[src/rtl/jtframe_ddrarb_pkg.sv]
// Shared types and constants for the MiSTer DDR3 burst arbiter.
package jtframe_ddrarb_pkg;

  localparam int BLW = 8;

  typedef enum logic [1:0] {
    IDLE    = 2'd0,
    GRANT   = 2'd1,
    RDWAIT  = 2'd2,
    WRBURST = 2'd3
  } state_t;

  typedef enum logic {
    OWN_LDR = 1'b0,
    OWN_ROT = 1'b1
  } owner_t;

endpackage

[src/rtl/jtframe_ddrarb_beatcnt.sv]
// Beat counter for one DDR burst: latches the burst length (0 counts as 1)
// and flags when the next counted beat is the final one.
module jtframe_ddrarb_beatcnt
  import jtframe_ddrarb_pkg::*;
(
  input  logic           clk,
  input  logic           rst,
  input  logic           load,
  input  logic           first,
  input  logic           inc,
  input  logic [BLW-1:0] len_in,
  output logic [BLW-1:0] len,
  output logic           last
);

  logic [BLW-1:0] cnt;
  logic [BLW-1:0] cnt_inc;

  assign cnt_inc = cnt + 1'b1;
  assign last    = (cnt_inc == len);

  // a write is loaded together with its first accepted beat
  always_ff @(posedge clk) begin
    if (rst) begin
      cnt <= '0;
      len <= '0;
    end else if (load) begin
      len <= (len_in == '0) ? BLW'(1) : len_in;
      cnt <= first ? BLW'(1) : '0;
    end else if (inc) begin
      cnt <= cnt_inc;
    end
  end

endmodule

[src/rtl/jtframe_mr_ddrarb.sv]
// Burst-aware arbiter sharing the MiSTer DDR3 port between ROM loader and
// rotation buffer. Define JTFRAME_MR_DDRARB_RR_EN for round-robin ties.
module jtframe_mr_ddrarb
  import jtframe_ddrarb_pkg::*;
#(
  parameter int AW  = 29,
  parameter int DW  = 64,
  parameter int BEW = DW/8
) (
  input  logic          clk,
  input  logic          rst,
  input  logic [AW-1:0] ldr_addr,
  input  logic [7:0]    ldr_burstcnt,
  input  logic          ldr_rd,
  output logic          ldr_busy,
  output logic          ldr_dout_ready,
  input  logic [AW-1:0] rot_addr,
  input  logic [7:0]    rot_burstcnt,
  input  logic          rot_rd,
  input  logic          rot_we,
  input  logic [BEW-1:0] rot_be,
  input  logic [DW-1:0] rot_din,
  output logic          rot_busy,
  output logic          rot_dout_ready,
  input  logic          ddr_busy,
  input  logic          ddr_dout_ready,
  output logic [AW-1:0] ddr_addr,
  output logic [7:0]    ddr_burstcnt,
  output logic          ddr_rd,
  output logic          ddr_we,
  output logic [BEW-1:0] ddr_be,
  output logic [DW-1:0] ddr_din
);

  state_t         st, st_nxt;
  owner_t         own, win;
  logic [AW-1:0]  addr_p0;
  logic           pending;
  logic [AW-1:0]  sel_addr;
  logic [7:0]     sel_cnt;
  logic           sel_rd, sel_we;
  logic           rd_acc, wr_acc;
  logic           cnt_load, cnt_first, cnt_inc, cnt_last;
  logic [BLW-1:0] cnt_len;

  assign pending = ldr_rd | rot_rd | rot_we;

`ifdef JTFRAME_MR_DDRARB_RR_EN
  owner_t prio;

  always_comb begin
    if (ldr_rd && (rot_rd || rot_we)) win = prio;
    else if (ldr_rd)                  win = OWN_LDR;
    else                              win = OWN_ROT;
  end

  // the side that loses a grant is favoured on the next tie
  always_ff @(posedge clk) begin
    if (rst) prio <= OWN_LDR;
    else if (st == IDLE && pending) prio <= (win == OWN_LDR) ? OWN_ROT : OWN_LDR;
  end
`else
  assign win = ldr_rd ? OWN_LDR : OWN_ROT;
`endif

  assign sel_addr = (own == OWN_LDR) ? ldr_addr     : rot_addr;
  assign sel_cnt  = (own == OWN_LDR) ? ldr_burstcnt : rot_burstcnt;
  assign sel_rd   = (own == OWN_LDR) ? ldr_rd       : rot_rd;
  assign sel_we   = (own == OWN_ROT) & rot_we;
  assign rd_acc   = sel_rd & ~ddr_busy;
  assign wr_acc   = sel_we & ~sel_rd & ~ddr_busy;

  always_ff @(posedge clk) begin
    if (rst) begin
      st  <= IDLE;
      own <= OWN_LDR;
    end else begin
      st <= st_nxt;
      if (st == IDLE && pending) own <= win;
    end
  end

  always_ff @(posedge clk) begin
    if (cnt_load) addr_p0 <= sel_addr;
  end

  always_comb begin
    st_nxt       = st;
    ldr_busy     = 1'b1;
    rot_busy     = 1'b1;
    ddr_addr     = '0;
    ddr_burstcnt = '0;
    ddr_rd       = 1'b0;
    ddr_we       = 1'b0;
    ddr_be       = '0;
    ddr_din      = '0;
    cnt_load     = 1'b0;
    cnt_first    = 1'b0;
    cnt_inc      = 1'b0;
    case (st)
      IDLE: begin
        if (pending) st_nxt = GRANT;
      end
      GRANT: begin
        ddr_addr     = sel_addr;
        ddr_burstcnt = sel_cnt;
        ddr_rd       = sel_rd;
        ddr_we       = sel_we & ~sel_rd;
        ddr_be       = (own == OWN_LDR) ? '1 : rot_be;
        ddr_din      = (own == OWN_LDR) ? '0 : rot_din;
        if (own == OWN_LDR) ldr_busy = ddr_busy;
        else                rot_busy = ddr_busy;
        if (rd_acc) begin
          cnt_load = 1'b1;
          st_nxt   = RDWAIT;
        end else if (wr_acc) begin
          cnt_load  = 1'b1;
          cnt_first = 1'b1;
          st_nxt    = (sel_cnt <= 8'd1) ? IDLE : WRBURST;
        end else if (!sel_rd && !sel_we) begin
          st_nxt = IDLE;
        end
      end
      RDWAIT: begin
        ddr_addr     = addr_p0;
        ddr_burstcnt = cnt_len;
        cnt_inc      = ddr_dout_ready;
        if (ddr_dout_ready && cnt_last) st_nxt = IDLE;
      end
      WRBURST: begin
        ddr_addr     = addr_p0;
        ddr_burstcnt = cnt_len;
        ddr_we       = rot_we;
        ddr_be       = rot_be;
        ddr_din      = rot_din;
        rot_busy     = ddr_busy;
        cnt_inc      = rot_we & ~ddr_busy;
        if (cnt_inc && cnt_last) st_nxt = IDLE;
      end
      default: st_nxt = IDLE;
    endcase
    // handshakes are held off for the whole reset cycle
    if (rst) begin
      ldr_busy = 1'b1;
      rot_busy = 1'b1;
      ddr_rd   = 1'b0;
      ddr_we   = 1'b0;
    end
  end

  assign ldr_dout_ready = ~rst & (st == RDWAIT) & (own == OWN_LDR) & ddr_dout_ready;
  assign rot_dout_ready = ~rst & (st == RDWAIT) & (own == OWN_ROT) & ddr_dout_ready;

  jtframe_ddrarb_beatcnt u_beatcnt (
    .clk    (clk),
    .rst    (rst),
    .load   (cnt_load),
    .first  (cnt_first),
    .inc    (cnt_inc),
    .len_in (sel_cnt),
    .len    (cnt_len),
    .last   (cnt_last)
  );

endmodule

[config.mk]
export PLATFORM = sky130hd
export DESIGN_NAME = jtframe_mr_ddrarb
export DESIGN_NICKNAME = d
export VERILOG_FILES = /design/src/rtl/jtframe_ddrarb_pkg.sv /design/src/rtl/jtframe_ddrarb_beatcnt.sv /design/src/rtl/jtframe_mr_ddrarb.sv
export SDC_FILE = /design/constraint.sdc
export NUM_CORES = 1
export LEC_CHECK = 0
export CAP_MARGIN = 30
export CORE_AREA = 2 2 104 106
export DETAILED_ROUTE_END_ITERATION = 8
export DIE_AREA = 0 0 106 108
export DONT_BUFFER_PORTS = 1
export PLACE_DENSITY = 0.57
export SYNTH_ARGS = -nofsm -noshare
export SYNTH_HDL_FRONTEND = slang
export SYNTH_SLANG_ARGS = --single-unit
[constraint.sdc]
create_clock -name clk -period 4.49 [get_ports clk]
set_input_delay 0.898 -clock clk [delete_from_list [all_inputs] [get_ports clk]]
set_output_delay 0.898 -clock clk [all_outputs]
set_load 0.03 [all_outputs]
==> impl_results.md <==
- Fillers: between 1000 and 1500
- CP Launch Type: register
- Port bufs: 0
- Total Power: around 1300 uW
- Antenna viol nets, final: 0
- Htree depth: 2
- Final Util: between 30% and 40%
- Total CTS buffers: 5
- Syn Inst Count: just over 400
- Post-synthesis async set-or-reset flop share: 0%
- Syn Nets: about 560
- Most frequent cells in the layout: nand2_1, and2_1, o21ai_0
- Commonest non-fill, non-tap cell in the layout: nand2_1
- Initial Util: about 34%
- Avg Inst Size Synth: between 8 and 9 sq um
- R2r startpoint: st[0]$_SDFFE_PP0P_
- Nets@finish: approximately 550
- Type of the most critical hold path: register to register
- Die area: ~11000 sq um
- Synth unique cells: 46
- Synth Cell Area: 3460 sq um
- Post-DR wirelength/cell: roughly 20 um
- Setup violations, final: 0
- TritonCTS clock tree: yes
- RSZ-0062 raised after global routing: no
- Post-CTS Setup Inserts: 0
- Outcome: finished, final reports clean
- Clk pin slew, worst setup/hold paths: roughly 100 ps
- Pre-Repair DR Iteration Count: 4
- GRT Residual Overflow: 0
- CP Max Fanout: 47
- Post-synth top flop: edfxtp_1
- Root buf cell: clkbuf_8
- Worst hold path depth: 2
- Synth Register Bits: 48
- GPL Wtd Cong: about 0.77
- Post_cts resized: 0
- Crit path capture type: output port
- Fin Setup TNS: 0 ps
- Fin. Hold Viols: 0
- Post-synthesis sequential area ratio: ~36%
- Pwr dens: 350 nW/um^2
- Hold Buf Count CTS: 0
- Gr usage total: 16.9%
- Bufs on Longest Clock Path: 2
- Core ar.: 10200 sq um
- Clock skew: just over 10 ps
- Worst reg2reg path depth: 3
- FMAX: 0.282 GHz
- Peak supply drop: 0.000173 V
- Max Cap Viol: 0
- Core Rows: 37
- Layout cells sized above 1: between 10% and 20%
- Via count: between 2000 and 3000
- Ports: 268
- Die Span X: between 100 and 150 um
- Max Slew Vio Count: 0
- Worst Path Arrival: ~2700 ps
- Via/cell ratio: 5.39
- Hpwl dp: ~8400 um
- Total Routed Length: approximately 11000 um
- Lkg Pwr: about 0.0012 uW
- Layout area overhead: 6.51%
- Critical path type: register to output port
- Min Tclk post-route: approximately 3500 ps
- First-pass GRT wire length: roughly 15000 um
- Synth Warn #: 0
- Slew @ Worst Pin: 1000 ps
- Clock Sinks: 48
- HP Start: u_beatcnt.len[0]$_SDFFE_PP0P_
- Hold worst-path end: u_beatcnt.len[0]$_SDFFE_PP0P_
- Max_slew headroom: 32.8%
- DRC Markers: 0
- Critical path required time: 3590 ps
- RR Endpoint: addr_p0[21]$_DFFE_PP_
- Number of antenna violations at the first check in global routing: 1
- Reg-to-reg slack, setup: ~1600 ps
- Worst-Skew Late Latency: 310 ps
- DRT iter0 DRCs: 164
- Largest net degree at the start of global routing: 65
- # diodes: 0
- Post-synth EDFFs: 29
- Final cycle utilization of the critical path: about four fifths
- Vias in the first global route: 2515
- DIE HEIGHT: 108 um
## how the worst max path moves through the flow
stage                        from           to  slack (ps)  cells after the start
2_1_floorplan              rot_rd       ddr_we        1530                      3
3_3_place_gp     own$_SDFFE_PP0P_  ddr_din[35]        1310                      4
3_5_place_dp     own$_SDFFE_PP0P_  ddr_din[35]        1210                      4
4_1_cts          own$_SDFFE_PP0P_  ddr_din[35]         850                      4
5_1_grt        st[0]$_SDFFE_PP0P_       ddr_rd         780                      2
6_report       st[0]$_SDFFE_PP0P_       ddr_rd         940                      2
## power by group
part / internal [uW] / switching (uW) / leakage (uW) / total (uW)
clock: 168 / 163 / 0.0000548 / 331
sequential: 496 / 41.0 / 0.000419 / 537
combinational: 112 / 311 / 0.000742 / 423
## cell usage after synthesis, types with 2 or more instances
cell | n | share of area, %
xnor2_1 | 7 | 1.8
nor4_1 | 5 | 0.90
nand3_1 | 4 | 0.58
edfxtp_1 | 29 | 25
dfxtp_1 | 19 | 11
nor2_1 | 19 | 2.1
nor2b_1 | 5 | 0.90
buf_2 | 9 | 1.3
clkbuf_1 | 18 | 2.0
and2_1 | 65 | 12
a21oi_1 | 7 | 1.0
xor2_1 | 8 | 2.0
buf_6 | 2 | 0.65
mux2_2 | 29 | 9.4
nor3_1 | 11 | 1.6
buf_1 | 4 | 0.43
and2_2 | 2 | 0.43
o21ai_0 | 40 | 5.8
nand2_1 | 73 | 7.9
inv_1 | 3 | 0.33
a211oi_1 | 8 | 1.7
o21a_1 | 8 | 1.7
and3_1 | 2 | 0.36
mux2i_1 | 10 | 2.9
nand4_1 | 2 | 0.36
## layer usage
layer / share of wire [%] / wire, um / vias to the layer above / track usage (%)
li1: - / - / 1372 / -
met1: 43 / 4550 / 1345 / 23.0
met2: 49 / 5220 / 132 / 27.8
met4: 1.0 / 109 / 0 / 3.76
met5: 0 / 0 / - / 0
met3: 6.7 / 710 / 10 / 3.62
## critical path, cell delays in order, from the launching register on
cell,delay (ps)
dfxtp_2,920
nand2_1,480
nor3_1,930
## metrics by stage
step | setup WS (ps) | hold WS (ps) | instance area (sq um) | instances
2_1_floorplan | 1530 | 500 | 3460 | 410
3_3_place_gp | 1310 | 518 | 3540 | 520
3_5_place_dp | 1210 | 528 | 3550 | 521
4_1_cts | 851 | 543 | 3660 | 529
5_1_grt | 783 | 571 | 3680 | 530
6_report | 941 | 545 | 3680 | 530
## kinds of logic (layout without fill, tap and decap cells)
family / count (synthesis) / in the layout / share of synthesized area [%]
and+or+nand+nor: 198 / 198 / 29.9
AOI/OAI and AO/OA: 73 / 73 / 12.8
DFF: 48 / 48 / 36.2
muxes: 39 / 39 / 12.3
buffers and inverters: 36 / 20 / 4.67
xor gates and xnor gates: 15 / 15 / 3.80
adders and majority gates: 1 / 1 / 0.362
## cell type report
class | count | area [sq um] | share of cell area (%)
repair buffers | 9 | 77.6 | 2.11
clock buffers | 5 | 68.8 | 1.87
inverters | 3 | 11.3 | 0.306
flip-flops and latches | 48 | 1250 | 34.1
multi-input cells | 326 | 2060 | 55.8
well taps | 136 | 170 | 4.62
clock inverters | 3 | 46.3 | 1.26
## registers in the layout, indices dropped and copies added (netlist names)
register       cells
addr_p0           29
own                1
st                 2
u_beatcnt.cnt      8
u_beatcnt.len      8
(Power assumes the default switching activity.)
